==> src/rtl/pong_probe_trace.sv <==
// Frame-synchronous trace recorder for pong game-state probes, drained as a valid/ready word stream.
// Optional per-record frame timestamps are built when PROBE_TIMESTAMP_EN is defined.
module pong_probe_trace #(
  parameter int NUM_CH = 4,
  parameter int CH_W   = 10,
  parameter int DEPTH  = 16,
  parameter int DECIM  = 1,
  parameter int TS_W   = 16
) (
  input  logic                       clk,
  input  logic                       reset_in,
  input  logic [NUM_CH*CH_W-1:0]     probe_data,
  input  logic                       frame_start,
  input  logic                       arm,
  input  logic [1:0]                 mode_sel,
  output logic [CH_W-1:0]            rd_data,
  output logic [TS_W-1:0]            rd_ts,
  output logic                       rd_valid,
  input  logic                       rd_ready,
  output logic                       rd_last,
  output logic [$clog2(DEPTH+1)-1:0] count,
  output logic                       overflow,
  output logic                       busy
);

  localparam int PTR_W = $clog2(DEPTH);
  localparam int CNT_W = $clog2(DEPTH + 1);
  localparam int IDX_W = (NUM_CH > 1) ? $clog2(NUM_CH) : 1;
  localparam int DEC_W = (DECIM > 1) ? $clog2(DECIM) : 1;
  localparam int REC_W = NUM_CH * CH_W;

  typedef enum logic [1:0] {S_IDLE = 2'd0, S_RUN = 2'd1, S_DONE = 2'd2} state_t;

  state_t             state_r, state_next_s;
  logic [1:0]         mode_r;
  logic               fs_q_r;
  logic [REC_W-1:0]   mem_r [DEPTH];
  logic [PTR_W-1:0]   wr_ptr_r, rd_ptr_r;
  logic [CNT_W-1:0]   count_r, count_next_s;
  logic [IDX_W-1:0]   idx_r;
  logic [DEC_W-1:0]   decim_r;
  logic               ref_valid_r;
  logic [REC_W-1:0]   ref_r;
  logic               overflow_r;

  logic edge_s, qual_s, try_s, full_s, last_s, valid_s, acc_s, pop_s, wr_s, drop_s;
  logic [REC_W-1:0] head_s;

  assign edge_s  = frame_start & ~fs_q_r;
  assign qual_s  = edge_s & (state_r == S_RUN) &
                   ((mode_r != 2'd2) | ~ref_valid_r | (probe_data != ref_r));
  assign try_s   = qual_s & (decim_r == DEC_W'(0)) & ~arm;
  assign full_s  = (count_r == CNT_W'(DEPTH));
  assign valid_s = (count_r != CNT_W'(0));
  assign last_s  = (idx_r == IDX_W'(NUM_CH - 1));
  assign acc_s   = valid_s & rd_ready & ~arm;
  assign pop_s   = acc_s & last_s;
  // A full FIFO still accepts a record when the head pops in the same cycle.
  assign wr_s    = try_s & (~full_s | pop_s);
  assign drop_s  = try_s & full_s & ~pop_s;
  assign head_s  = mem_r[rd_ptr_r];

  // Occupancy after this cycle's write/pop, used for the one-shot stop.
  always_comb begin
    count_next_s = count_r;
    case ({wr_s, pop_s})
      2'b10:   count_next_s = count_r + CNT_W'(1);
      2'b01:   count_next_s = count_r - CNT_W'(1);
      default: count_next_s = count_r;
    endcase
  end

  // Next-state logic; arm restarts capture from any state.
  always_comb begin
    state_next_s = state_r;
    case (state_r)
      S_IDLE: if (arm) state_next_s = S_RUN; else state_next_s = S_IDLE;
      S_RUN: begin
        if (arm)                                                    state_next_s = S_RUN;
        else if (mode_r == 2'd1 && count_next_s == CNT_W'(DEPTH))   state_next_s = S_DONE;
        else                                                        state_next_s = S_RUN;
      end
      S_DONE: if (arm) state_next_s = S_RUN; else state_next_s = S_DONE;
      default: state_next_s = S_IDLE;
    endcase
  end

  // State register, latched mode and frame_start edge history.
  always_ff @(posedge clk or negedge reset_in) begin
    if (!reset_in) begin
      state_r <= S_IDLE;
      mode_r  <= 2'd0;
      fs_q_r  <= 1'b0;
    end else begin
      state_r <= state_next_s;
      fs_q_r  <= frame_start;
      if (arm) mode_r <= (mode_sel == 2'd3) ? 2'd0 : mode_sel;
      else     mode_r <= mode_r;
    end
  end

  // FIFO bookkeeping, read word index, decimation and change reference.
  always_ff @(posedge clk or negedge reset_in) begin
    if (!reset_in) begin
      wr_ptr_r    <= PTR_W'(0);
      rd_ptr_r    <= PTR_W'(0);
      count_r     <= CNT_W'(0);
      idx_r       <= IDX_W'(0);
      decim_r     <= DEC_W'(0);
      ref_valid_r <= 1'b0;
      ref_r       <= REC_W'(0);
      overflow_r  <= 1'b0;
    end else if (arm) begin
      wr_ptr_r    <= PTR_W'(0);
      rd_ptr_r    <= PTR_W'(0);
      count_r     <= CNT_W'(0);
      idx_r       <= IDX_W'(0);
      decim_r     <= DEC_W'(0);
      ref_valid_r <= 1'b0;
      overflow_r  <= 1'b0;
    end else begin
      count_r <= count_next_s;
      if (wr_s) begin
        wr_ptr_r    <= wr_ptr_r + PTR_W'(1);
        ref_valid_r <= 1'b1;
        ref_r       <= probe_data;
      end
      if (pop_s) rd_ptr_r <= rd_ptr_r + PTR_W'(1);
      if (acc_s) idx_r <= last_s ? IDX_W'(0) : idx_r + IDX_W'(1);
      if (qual_s) decim_r <= (decim_r == DEC_W'(DECIM - 1)) ? DEC_W'(0) : decim_r + DEC_W'(1);
      if (drop_s) overflow_r <= 1'b1;
    end
  end

  // Record storage.
  always_ff @(posedge clk) begin
    if (wr_s) mem_r[wr_ptr_r] <= probe_data;
  end

`ifdef PROBE_TIMESTAMP_EN
  logic [TS_W-1:0] ts_r;
  logic [TS_W-1:0] ts_mem_r [DEPTH];

  // Free-running frame counter; arm deliberately leaves it alone.
  always_ff @(posedge clk or negedge reset_in) begin
    if (!reset_in)   ts_r <= TS_W'(0);
    else if (edge_s) ts_r <= ts_r + TS_W'(1);
    else             ts_r <= ts_r;
  end

  // Timestamp storage alongside each record.
  always_ff @(posedge clk) begin
    if (wr_s) ts_mem_r[wr_ptr_r] <= ts_r;
  end

  assign rd_ts = valid_s ? ts_mem_r[rd_ptr_r] : TS_W'(0);
`else
  assign rd_ts = TS_W'(0);
`endif

  // Read-side and status outputs.
  always_comb begin
    rd_valid = valid_s;
    rd_data  = valid_s ? head_s[idx_r*CH_W +: CH_W] : CH_W'(0);
    rd_last  = valid_s & last_s;
    count    = count_r;
    overflow = overflow_r;
    busy     = (state_r == S_RUN);
  end

endmodule

==> config.mk <==
export PLATFORM = sky130hd
export DESIGN_NAME = pong_probe_trace
export DESIGN_NICKNAME = d
export VERILOG_FILES = /design/src/rtl/pong_probe_trace.sv
export SDC_FILE = /design/constraint.sdc
export NUM_CORES = 1
export LEC_CHECK = 0
export CAP_MARGIN = 20
export CORE_MARGIN = 1.5
export CORE_UTILIZATION = 60
export DETAILED_ROUTE_END_ITERATION = 8
export GPL_ROUTABILITY_DRIVEN = 0
export PLACE_DENSITY = 0.87
export SLEW_MARGIN = 20
export SYNTH_ARGS = -nofsm -noshare
export SYNTH_HDL_FRONTEND = slang
export SYNTH_SLANG_ARGS = --single-unit
==> constraint.sdc <==
create_clock -name clk -period 6.7 [get_ports clk]
set_input_delay 1.34 -clock clk [delete_from_list [all_inputs] [get_ports clk]]
set_output_delay 1.34 -clock clk [all_outputs]
set_load 0.05 [all_outputs]
==> results of run 1 <==
[layout by cell type, fill, tap and decap left out, drive strengths merged, types with 3 or more instances in the layout]
cell type	instances
nor3b	5
a211oi	40
o221ai	40
or3	3
clkdlybuf4s50	64
a21oi	79
nor2	23
o21ai	47
inv	12
clkbuf	104
dfrtp	62
mux2i	122
and4	5
ha	9
mux4	80
nand2b	7
diode	3
nand4	5
or2	3
xor2	45
nand2	175
buf	76
nor3	7
clkinv	16
nor4	14
edfxtp	640
xnor2	3
nand3	11
and3	7
conb	16
o22ai	44
mux2	40
and2	6
[worst paths after layout]
path | depth (start not counted) | to | from
worst max-delay path | 8 | rd_data[4] | rd_ptr_r[1]
worst min-delay path | 1 | state_r[1] | state_r[0]
worst max register to register | 16 | state_r[0] | ref_r[14]
worst min register to register | 1 | state_r[1] | state_r[0]
max in group asynchronous | 2 | rd_ptr_r[1] | reset_in
min in group asynchronous | 2 | count[4] | reset_in
[registers in the layout (all words and copies together) (netlist names)]
signal,count
idx_r,2
count,5
ref_valid_r,1
overflow,1
fs_q_r,1
mode_r,2
wr_ptr_r,4
mem_r,640
rd_ptr_r,4
state_r,2
ref_r,40
[logic make-up after synthesis]
kind of cell	Yosys count
DFF	702
and+or+nand+nor	275
AOI/OAI and AO/OA	259
muxes	242
buffers and inverters	119
xor gates and xnor gates	48
adders and majority gates	10
other	1
[area by class of cell]
cell class | count | area share (%)
repair buffers | 140 | 4.04
multi-input cells | 850 | 21.9
diodes | 3 | 0.0234
clock buffers | 104 | 6.36
well taps | 607 | 2.36
inverters | 12 | 0.140
flip-flops and latches | 702 | 64.7
clock inverters | 20 | 0.487
[power breakdown]
part | switching (mW) | internal, mW | leakage (nW)
Combinational | 0.264 | 0.112 | 2.70
Sequential | 0.0403 | 4.83 | 6.54
Clock | 1.58 | 2.19 | 1.08
[layer usage]
metal,vias up,global-route usage [%],part of all wire (%)
li1,6754,-,-
met1,8199,39.2,35
met2,1345,48.1,48
met3,262,8.13,13
met4,2,15.0,4.9
met5,-,0.404,0.017
[metrics by stage]
step           util (%)  cell area, µm²  cells  setup WS (ns)  power, mW
6_report           69.0           32100   2438          0.114       9.01
5_1_grt            69.0           32100   2436         0.0967       9.21
4_1_cts            69.0           32100   2435          0.390       9.01
3_5_place_dp       64.3           29900   2311          0.738       5.32
3_3_place_gp       64.3           29900   2311          0.989       5.30
2_1_floorplan         -           28300   1671          0.686       5.13
==> qor.yml, run 1 <==
io_buffers: 65
critPathMostFrequentCell: "a211oi_1"
max_freq_mhz: 152
synth_top_family_by_area: "multiplexers"
slowest_stage: "clkdlybuf4s50_1"
die_x_um: 220
via_count: 16562
startpoint_type: "register"
postSynthAreaPerCell_um2: 17.1
core_area_um2: 46600
fill_cells: 2701
synth_area_leaders: "edfxtp_1 68%, mux4_2 6.4%, dfrtp_1 5.5%"
rsz0062_at_grt: "no"
synthAdderAreaFrac_pct: 0.469
synth_flop_cell: "edfxtp_1"
synth_cells: 1656
viasPerCell: 6.79
ant_nets: 0
cpPeakStageDelay_ns: 0.95
slew-limit-headroom_pct: 28.7
seq_area_frac_synth_pct: 73.4
initial_core_util_pct: 60.7
syn-cell-area_um2: 28300
ir_drop_mv: 0.201
rows: 79
post_drt_wl_per_cell_um: 29.3
tightest_slew_ns: 1.07
maxCapViolCount: 0
drt_iter0_markers: 2595
antenna_found_initial: 3
regArea_um2: 20800
synth_seq_cells: 702
clock-sinks: 702
cp_data_arrival_time_ns: 5.25
worst-path-max-fanout: 30
synth_top_cell_area_share_pct: 68.0
cp_num_buf_inv: 1
drive_gt1_share_pct: 18.0
wl_um: 71400
multi_input_area_um2: 7030
io_pins: 82
route.detailed.drc: 0
synth_xor_area_share_pct: 1.49
yosysWarnings: 0
critPathTopFamily: "compound AO/OA/AOI/OAI gates"
dieHeight_um: 220
yosysMostFrequentCell: "edfxtp_1"
synth_simple_gate_area_share_pct: 4.49
fin_crit_sh_pct: 98.3
ys_async_sr_fraction_pct: 8.83
grt_pass1_vias: 16817
cts.clk_slew.worst_paths_ns: 0.06
cts_resized: 0
cts_setup_buffers: 0
numCtsBuffers: 68
cts_hold_buffers: 0
finalClockSkew_ns: 0.0320
synthToLayoutAreaGrowth_pct: 13.6
dieArea_um2: 48400
path_cells: "and2_2, a21oi_1, o21ai_0, nand2_1, a211oi_1, a211oi_1, a211oi_1, clkdlybuf4s50_1"
synth_top_area_cell: "edfxtp_1"
end_kind: "output port"
overflow: 0
htree_num_levels: 3
track_usage_pct: 30.4
whs_ns: 0.482
synth_edf_count: 640
grt_max_degree: 63
place_hpwl_um: 40300
tritoncts: "done"
p_leak_nw: 10.3
clk_path_buf_depth: 3
status: "completed"
final_hold_viol_count: 0
fin_tns_setup_ns: 0
p_per_area_nw_per_um2: 281
setup_violations: 0
synth.distinct_cells: 49
grt_first_pass_wirelength_um: 106000
clkLatencyLatePin_ns: 0.60
path_class: "reg2out"
crit_required_ns: 5.36
hold_path.class: "reg2reg"
final_nets: 1831
synth-compound-area-share_pct: 5.77
layout_min_cycle_time_ns: 6.59
muxShareOfSynthArea_pct: 12.3
ff2ff_setup_slack_ns: 2.13
synthTopCellsByCount: "640 x edfxtp_1, 175 x nand2_1, 122 x mux2i_1"
timing.final.max_slew_violations: 0
clock-root-buffer: "clkbuf_16"
drt_first_pass_iters: 6
Power figures use the tool's default switching activity.
==> run 2: changes to the inputs <==
--- a/config.mk
+++ b/config.mk
@@ -10,7 +10,8 @@
 export CORE_UTILIZATION = 60
 export DETAILED_ROUTE_END_ITERATION = 8
 export GPL_ROUTABILITY_DRIVEN = 0
-export PLACE_DENSITY = 0.87
+export PLACE_DENSITY = 0.78
+export SKIP_LAST_GASP = 1
 export SLEW_MARGIN = 20
 export SYNTH_ARGS = -nofsm -noshare
 export SYNTH_HDL_FRONTEND = slang
==> run 2 against run 1 <==
Clock-buffer cell count is 8 lower; clock skew is 0.012 ns lower; via count down 4.8%; fmax is 7.0% higher; sequential cell count did not move; clock power is 5% lower; non-clock buffer count down 1; critical path type unchanged; largest cell class unchanged.
==> qor.yml, run 2 (synthesis results as in run 1) <==
final_hold_viol_count: 0  # unchanged
dpl_cell_area_um2: 30000  # +0.31%
die_x_um: 220  # unchanged
p_leak_nw: 10.3  # -0.57%
viasPerCell: 6.49  # -4.5%
route.detailed.drc: 0  # unchanged
fin_tns_setup_ns: 0  # unchanged
fill_cells: 2880  # +6.6%
path_class: "reg2out"
cts_setup_buffers: 0  # unchanged
clkLatencyLatePin_ns: 0.59  # about the same
fin_crit_sh_pct: 91.8  # -6.4 points
slew-limit-headroom_pct: 27.6  # -1.1 points
rsz0062_at_grt: "no"
stdcell_count: 2431  # -0.29%
final_common_cell: "edfxtp_1"
dp_cells: 2310  # -0.043%
ir_drop_mv: 0.218  # +8.2%
io_pins: 82  # unchanged
slowest_stage: "clkdlybuf4s50_1"
rows: 79  # unchanged
ant_nets: 0  # unchanged
max_freq_mhz: 163  # +7.0%
track_usage_pct: 28.2  # -2.2 points
core_area_um2: 46600  # unchanged
crit_required_ns: 5.36  # about the same
worst-path-max-fanout: 19  # -37%
antenna_found_initial: 1  # -2
critPathTopFamily: "compound AO/OA/AOI/OAI gates"
clock-sinks: 702  # unchanged
finalClockSkew_ns: 0.0202  # -0.0118 ns
grt_max_degree: 67  # +6.3%
tritoncts: "done"
overflow: 0  # unchanged
hold_path.class: "reg2reg"
largest_register_ff_count: 640  # unchanged
maxCapViolCount: 0  # unchanged
largest-register: "mem_r"
wl_um: 66100  # -7.4%
dieHeight_um: 220  # unchanged
timing.final.max_slew_violations: 0  # unchanged
tightest_slew_ns: 1.09  # +0.0165 ns
critPathMostFrequentCell: "a211oi_1"
via_count: 15774  # -4.8%
grt_first_pass_wirelength_um: 98600  # -6.6%
end_kind: "output port"
place_hpwl_um: 37300  # -7.4%
clk_path_buf_depth: 3  # unchanged
cp_data_arrival_time_ns: 4.81  # -0.44 ns
post_drt_wl_per_cell_um: 27.2  # -7.1%
cts_resized: 0  # unchanged
dieArea_um2: 48400  # unchanged
p_per_area_nw_per_um2: 275  # -1.9%
diodes: 0  # -3
htree_num_levels: 3  # unchanged
fin_area_um2: 32100  # -0.16%
clock-root-buffer: "clkbuf_16"
drt_first_pass_iters: 7  # +1
io_buffers: 65  # unchanged
layout_min_cycle_time_ns: 6.15  # -0.432 ns
status: "completed"
startpoint_type: "register"
cts.clk_slew.worst_paths_ns: 0.06  # about the same
cpPeakStageDelay_ns: 0.94  # about the same
final_nets: 1831  # unchanged
mostFrequentLayoutCells: "640 x edfxtp_1, 174 x nand2_1, 122 x mux2i_1"
whs_ns: 0.493  # +0.0114 ns
drt_iter0_markers: 1850  # -29%
numCtsBuffers: 69  # +1.5%
synthToLayoutAreaGrowth_pct: 13.4
initial_core_util_pct: 60.7  # unchanged
cp_num_buf_inv: 2  # +1
grt_pass1_vias: 16082  # -4.4%
path_cells: "and2_2, buf_4, a21oi_1, o21ai_0, o22ai_1, a211oi_1, a211oi_1, a211oi_1, clkdlybuf4s50_1"
setup_violations: 0  # unchanged
cts_hold_buffers: 0  # unchanged
drive_gt1_share_pct: 17.2  # -0.78 points
-- run 2: changes by cell type in the layout (fill, tap and decap cells not counted), moves of 2 or more --
cell,previous run,this run
buf_12,7,15
buf_4,68,59
clkbuf_16,73,71
clkbuf_8,10,3
clkinv_1,2,13
clkinv_2,13,9
clkinvlp_4,2,0
diode_2,3,0
-- run 2: final cells by class --
cell class                 instances  area, µm²  share of cell area [%]
clock buffer                      96       1900                    5.93
clock inverter                    25        163                   0.507
inverter                          12       45.0                   0.140
multi-input combinational        850       7040                    21.9
sequential                       702      20800                    64.8
tap                              607        759                    2.37
timing repair buffer             139       1390                    4.33
-- run 2: final timing paths --
check	start	end	slack (ns)	depth (start not counted)
min in group asynchronous	reset_in	wr_ptr_r[0]	0.98	2
worst max register to register	idx_r[1]	state_r[0]	2.36	15
max in group asynchronous	reset_in	rd_ptr_r[1]	5.01	2
worst min-delay path	ref_r[5]	ref_r[5]	0.49	2
worst max-delay path	rd_ptr_r[2]	rd_data[8]	0.55	9
worst min register to register	ref_r[5]	ref_r[5]	0.49	2
-- run 2: where the power goes --
part | total, mW | switching (mW) | internal (mW)
combinational | 0.361 | 0.247 | 0.114
clock | 3.59 | 1.54 | 2.05
sequential | 4.87 | 0.0408 | 4.83
total | 8.83 | 1.83 | 7.00
-- run 2: worst min-delay path, stage by stage (launching register included) --
cell and delay [ns]:
dfrtp_1 0.35, nand2_1 0.05, nand2_1 0.06
-- run 2: per-stage QoR --
stage / utilization (%) / power, mW / setup slack (ns)
CTS: 68.9 / 8.85 / 0.646
global route: 68.9 / 9.05 / 0.417
finish: 68.9 / 8.83 / 0.546
floorplan: - / 5.13 / 0.686
detailed placement: 64.5 / 5.32 / 0.895
global placement: 64.5 / 5.30 / 1.05
-- run 2: routing by layer --
| layer | share of wire, % | vias up | track usage (%) |
|---|---|---|---|
| met1 | 40 | 8025 | 39.6 |
| met4 | 2.8 | 2 | 9.75 |
| met3 | 9.6 | 133 | 5.73 |
| li1 | - | 6748 | - |
| met2 | 48 | 866 | 44.7 |
| met5 | 0.012 | - | 0 |
==> run 3: changes to the inputs <==
--- a/config.mk
+++ b/config.mk
@@ -7,10 +7,10 @@
 export LEC_CHECK = 0
 export CAP_MARGIN = 20
 export CORE_MARGIN = 1.5
-export CORE_UTILIZATION = 60
+export CORE_UTILIZATION = 55
 export DETAILED_ROUTE_END_ITERATION = 8
 export GPL_ROUTABILITY_DRIVEN = 0
-export PLACE_DENSITY = 0.78
+export PLACE_DENSITY = 0.75
 export SKIP_LAST_GASP = 1
 export SLEW_MARGIN = 20
 export SYNTH_ARGS = -nofsm -noshare
==> constraint.sdc (replaced) <==
create_clock -name clk -period 5.62 [get_ports clk]
set_input_delay 1.124 -clock clk [delete_from_list [all_inputs] [get_ports clk]]
set_output_delay 1.124 -clock clk [all_outputs]
set_load 0.05 [all_outputs]
==> run 3 against run 2 <==
Critical path depth is 1 lower; via count increased by 1.6%; clock power is 23% higher; utilization down 4.4 points; wire length is 6.2% higher; sequential share of layout area down 0.93 points; global-route usage shrank 1.4 points; sequential power rose by 19%; clock skew up 0.0032 ns; first-iteration DRC count grew 13%; critical path type unchanged.
==> qor.yml, run 3 (synthesis results as in run 1) <==
ir_drop_mv: 0.218  # about the same
finalClockSkew_ns: 0.0233  # +0.00316 ns
clkLatencyLatePin_ns: 0.60  # about the same
dieHeight_um: 230  # +4.4%
numCtsBuffers: 71  # +2.9%
layout_min_cycle_time_ns: 5.52
diodes: 0  # unchanged
cts_resized: 0  # unchanged
tritoncts: "done"
startpoint_type: "register"
startpoint: "rd_ptr_r[2]"
timing.final.max_slew_violations: 0  # unchanged
via_count: 16026  # +1.6%
io_pins: 82  # unchanged
drive_gt1_share_pct: 19.3  # +2.1 points
drt_first_pass_iters: 5  # -2
critPathMostFrequentCell: "a21oi_1"
cts_setup_buffers: 0  # unchanged
whs_ns: 0.478  # -0.0150 ns
cpPeakStageDelay_ns: 0.89  # -0.05 ns
hold_path.class: "reg2reg"
fin_tns_setup_ns: 0  # unchanged
crit_required_ns: 4.50  # -0.86 ns
fill_cells: 3378  # +17%
p_leak_nw: 10.5  # +2.2%
setup_violations: 0  # unchanged
grt_max_degree: 47  # -30%
end_kind: "output port"
wl_um: 70200  # +6.2%
rsz0062_at_grt: "no"
path_cells: "nand2b_4, buf_12, o21ai_0, o22ai_1, a21oi_1, a21oi_1, a211oi_1, clkdlybuf4s50_1"
slowest_stage: "clkdlybuf4s50_1"
cp_data_arrival_time_ns: 4.40  # -0.41 ns
io_buffers: 65  # unchanged
r2r-start: "idx_r[1]"
path_class: "reg2out"
fin_crit_sh_pct: 98.3
clk_path_buf_depth: 3  # unchanged
clock-root-buffer: "clkbuf_16"
final_common_cell: "edfxtp_1"
worstHoldStart: "state_r[0]"
p_per_area_nw_per_um2: 329  # +19%
post_drt_wl_per_cell_um: 27.7  # +1.9%
core_area_um2: 50500  # +8.4%
place_hpwl_um: 39900  # +6.9%
final_hold_viol_count: 0  # unchanged
track_usage_pct: 26.8  # -1.4 points
overflow: 0  # unchanged
die_x_um: 230  # +4.4%
rows: 82  # +3.8%
max_freq_mhz: 181
maxCapViolCount: 0  # unchanged
largest_register_ff_count: 640  # unchanged
mostFrequentLayoutCells: "640 x edfxtp_1, 174 x nand2_1, 122 x mux2i_1"
worst-path-max-fanout: 38  # +19
cts_hold_buffers: 0  # unchanged
dieArea_um2: 52800  # +9.0%
cts.clk_slew.worst_paths_ns: 0.07  # about the same
ant_nets: 0  # unchanged
grt_first_pass_wirelength_um: 103000  # +4.2%
drt_iter0_markers: 2086  # +13%
grt_pass1_vias: 16146  # +0.40%
status: "completed"
htree_num_levels: 3  # unchanged
route.detailed.drc: 0  # unchanged
largest-register: "mem_r"
viasPerCell: 6.33  # -2.5%
tightest_slew_ns: 1.06  # -0.0220 ns
clock-sinks: 702  # unchanged
antenna_found_initial: 3  # +2
synthToLayoutAreaGrowth_pct: 15.1
slew-limit-headroom_pct: 29.0  # +1.5 points
initial_core_util_pct: 56.0  # -4.7 points
final_nets: 1865  # +1.9%
-- run 3: cell count changes in the layout (fill, tap and decap cells not counted), sizes merged --
cell           change
clkdlybuf4s50      -3
inv                -1
clkinv             -1
clkinvlp           +4
buf               +35
clkbuf             +3
-- run 3: where the power goes --
group	total [mW]	switching [mW]	internal (mW)
Combinational	0.459	0.315	0.145
Clock	4.43	1.90	2.53
Sequential	5.81	0.0426	5.76
-- run 3: layout make-up --
type | instances | area, µm² | area share [%]
repair buffers | 171 | 1670 | 5.14
inverters | 12 | 45.0 | 0.138
clock inverters | 27 | 193 | 0.592
well taps | 672 | 841 | 2.58
multi-input cells | 850 | 7050 | 21.7
clock buffers | 99 | 1960 | 6.04
flip-flops and latches | 702 | 20800 | 63.9
-- run 3: per-layer routing --
layer | GRT usage (%) | wire, µm | up-vias
li1 | - | - | 6818
met1 | 36.4 | 26900 | 8180
met2 | 44.2 | 34600 | 876
met3 | 4.77 | 6520 | 146
met4 | 9.42 | 2090 | 6
met5 | 0 | 40 | -
-- run 3: final timing paths --
kind	endpoint	slack, ns	cells past startpoint
worst max-delay path	rd_data[5]	0.1	8
worst min-delay path	state_r[1]	0.48	1
worst max register to register	state_r[0]	1.40	15
worst min register to register	state_r[1]	0.48	1
max in group asynchronous	ref_r[27]	3.93	2
min in group asynchronous	count[2]	0.61	1
-- run 3: critical path, delay by kind of cell (launching register included) --
| kind | cells | cell delay (ns) |
|---|---|---|
| flops | 1 | 0.72 |
| simple gates | 1 | 0.36 |
| buf+inv | 2 | 1.20 |
| compound gates | 5 | 1.49 |
-- run 3: through the flow --
| stage | cells | utilization (%) | area [µm²] | power, mW | setup slack, ns |
|---|---|---|---|---|---|
| finish | 2533 | 64.5 | 32500 | 10.7 | 0.0979 |
| global route | 2533 | 64.5 | 32500 | 11.0 | 0.0882 |
| CTS | 2533 | 64.5 | 32500 | 10.7 | 0.201 |
| floorplan | 1671 | - | 28300 | 6.12 | -0.176 |
| global placement | 2407 | 60.2 | 30400 | 6.34 | 0.370 |
| detailed placement | 2407 | 60.2 | 30400 | 6.36 | 0.203 |
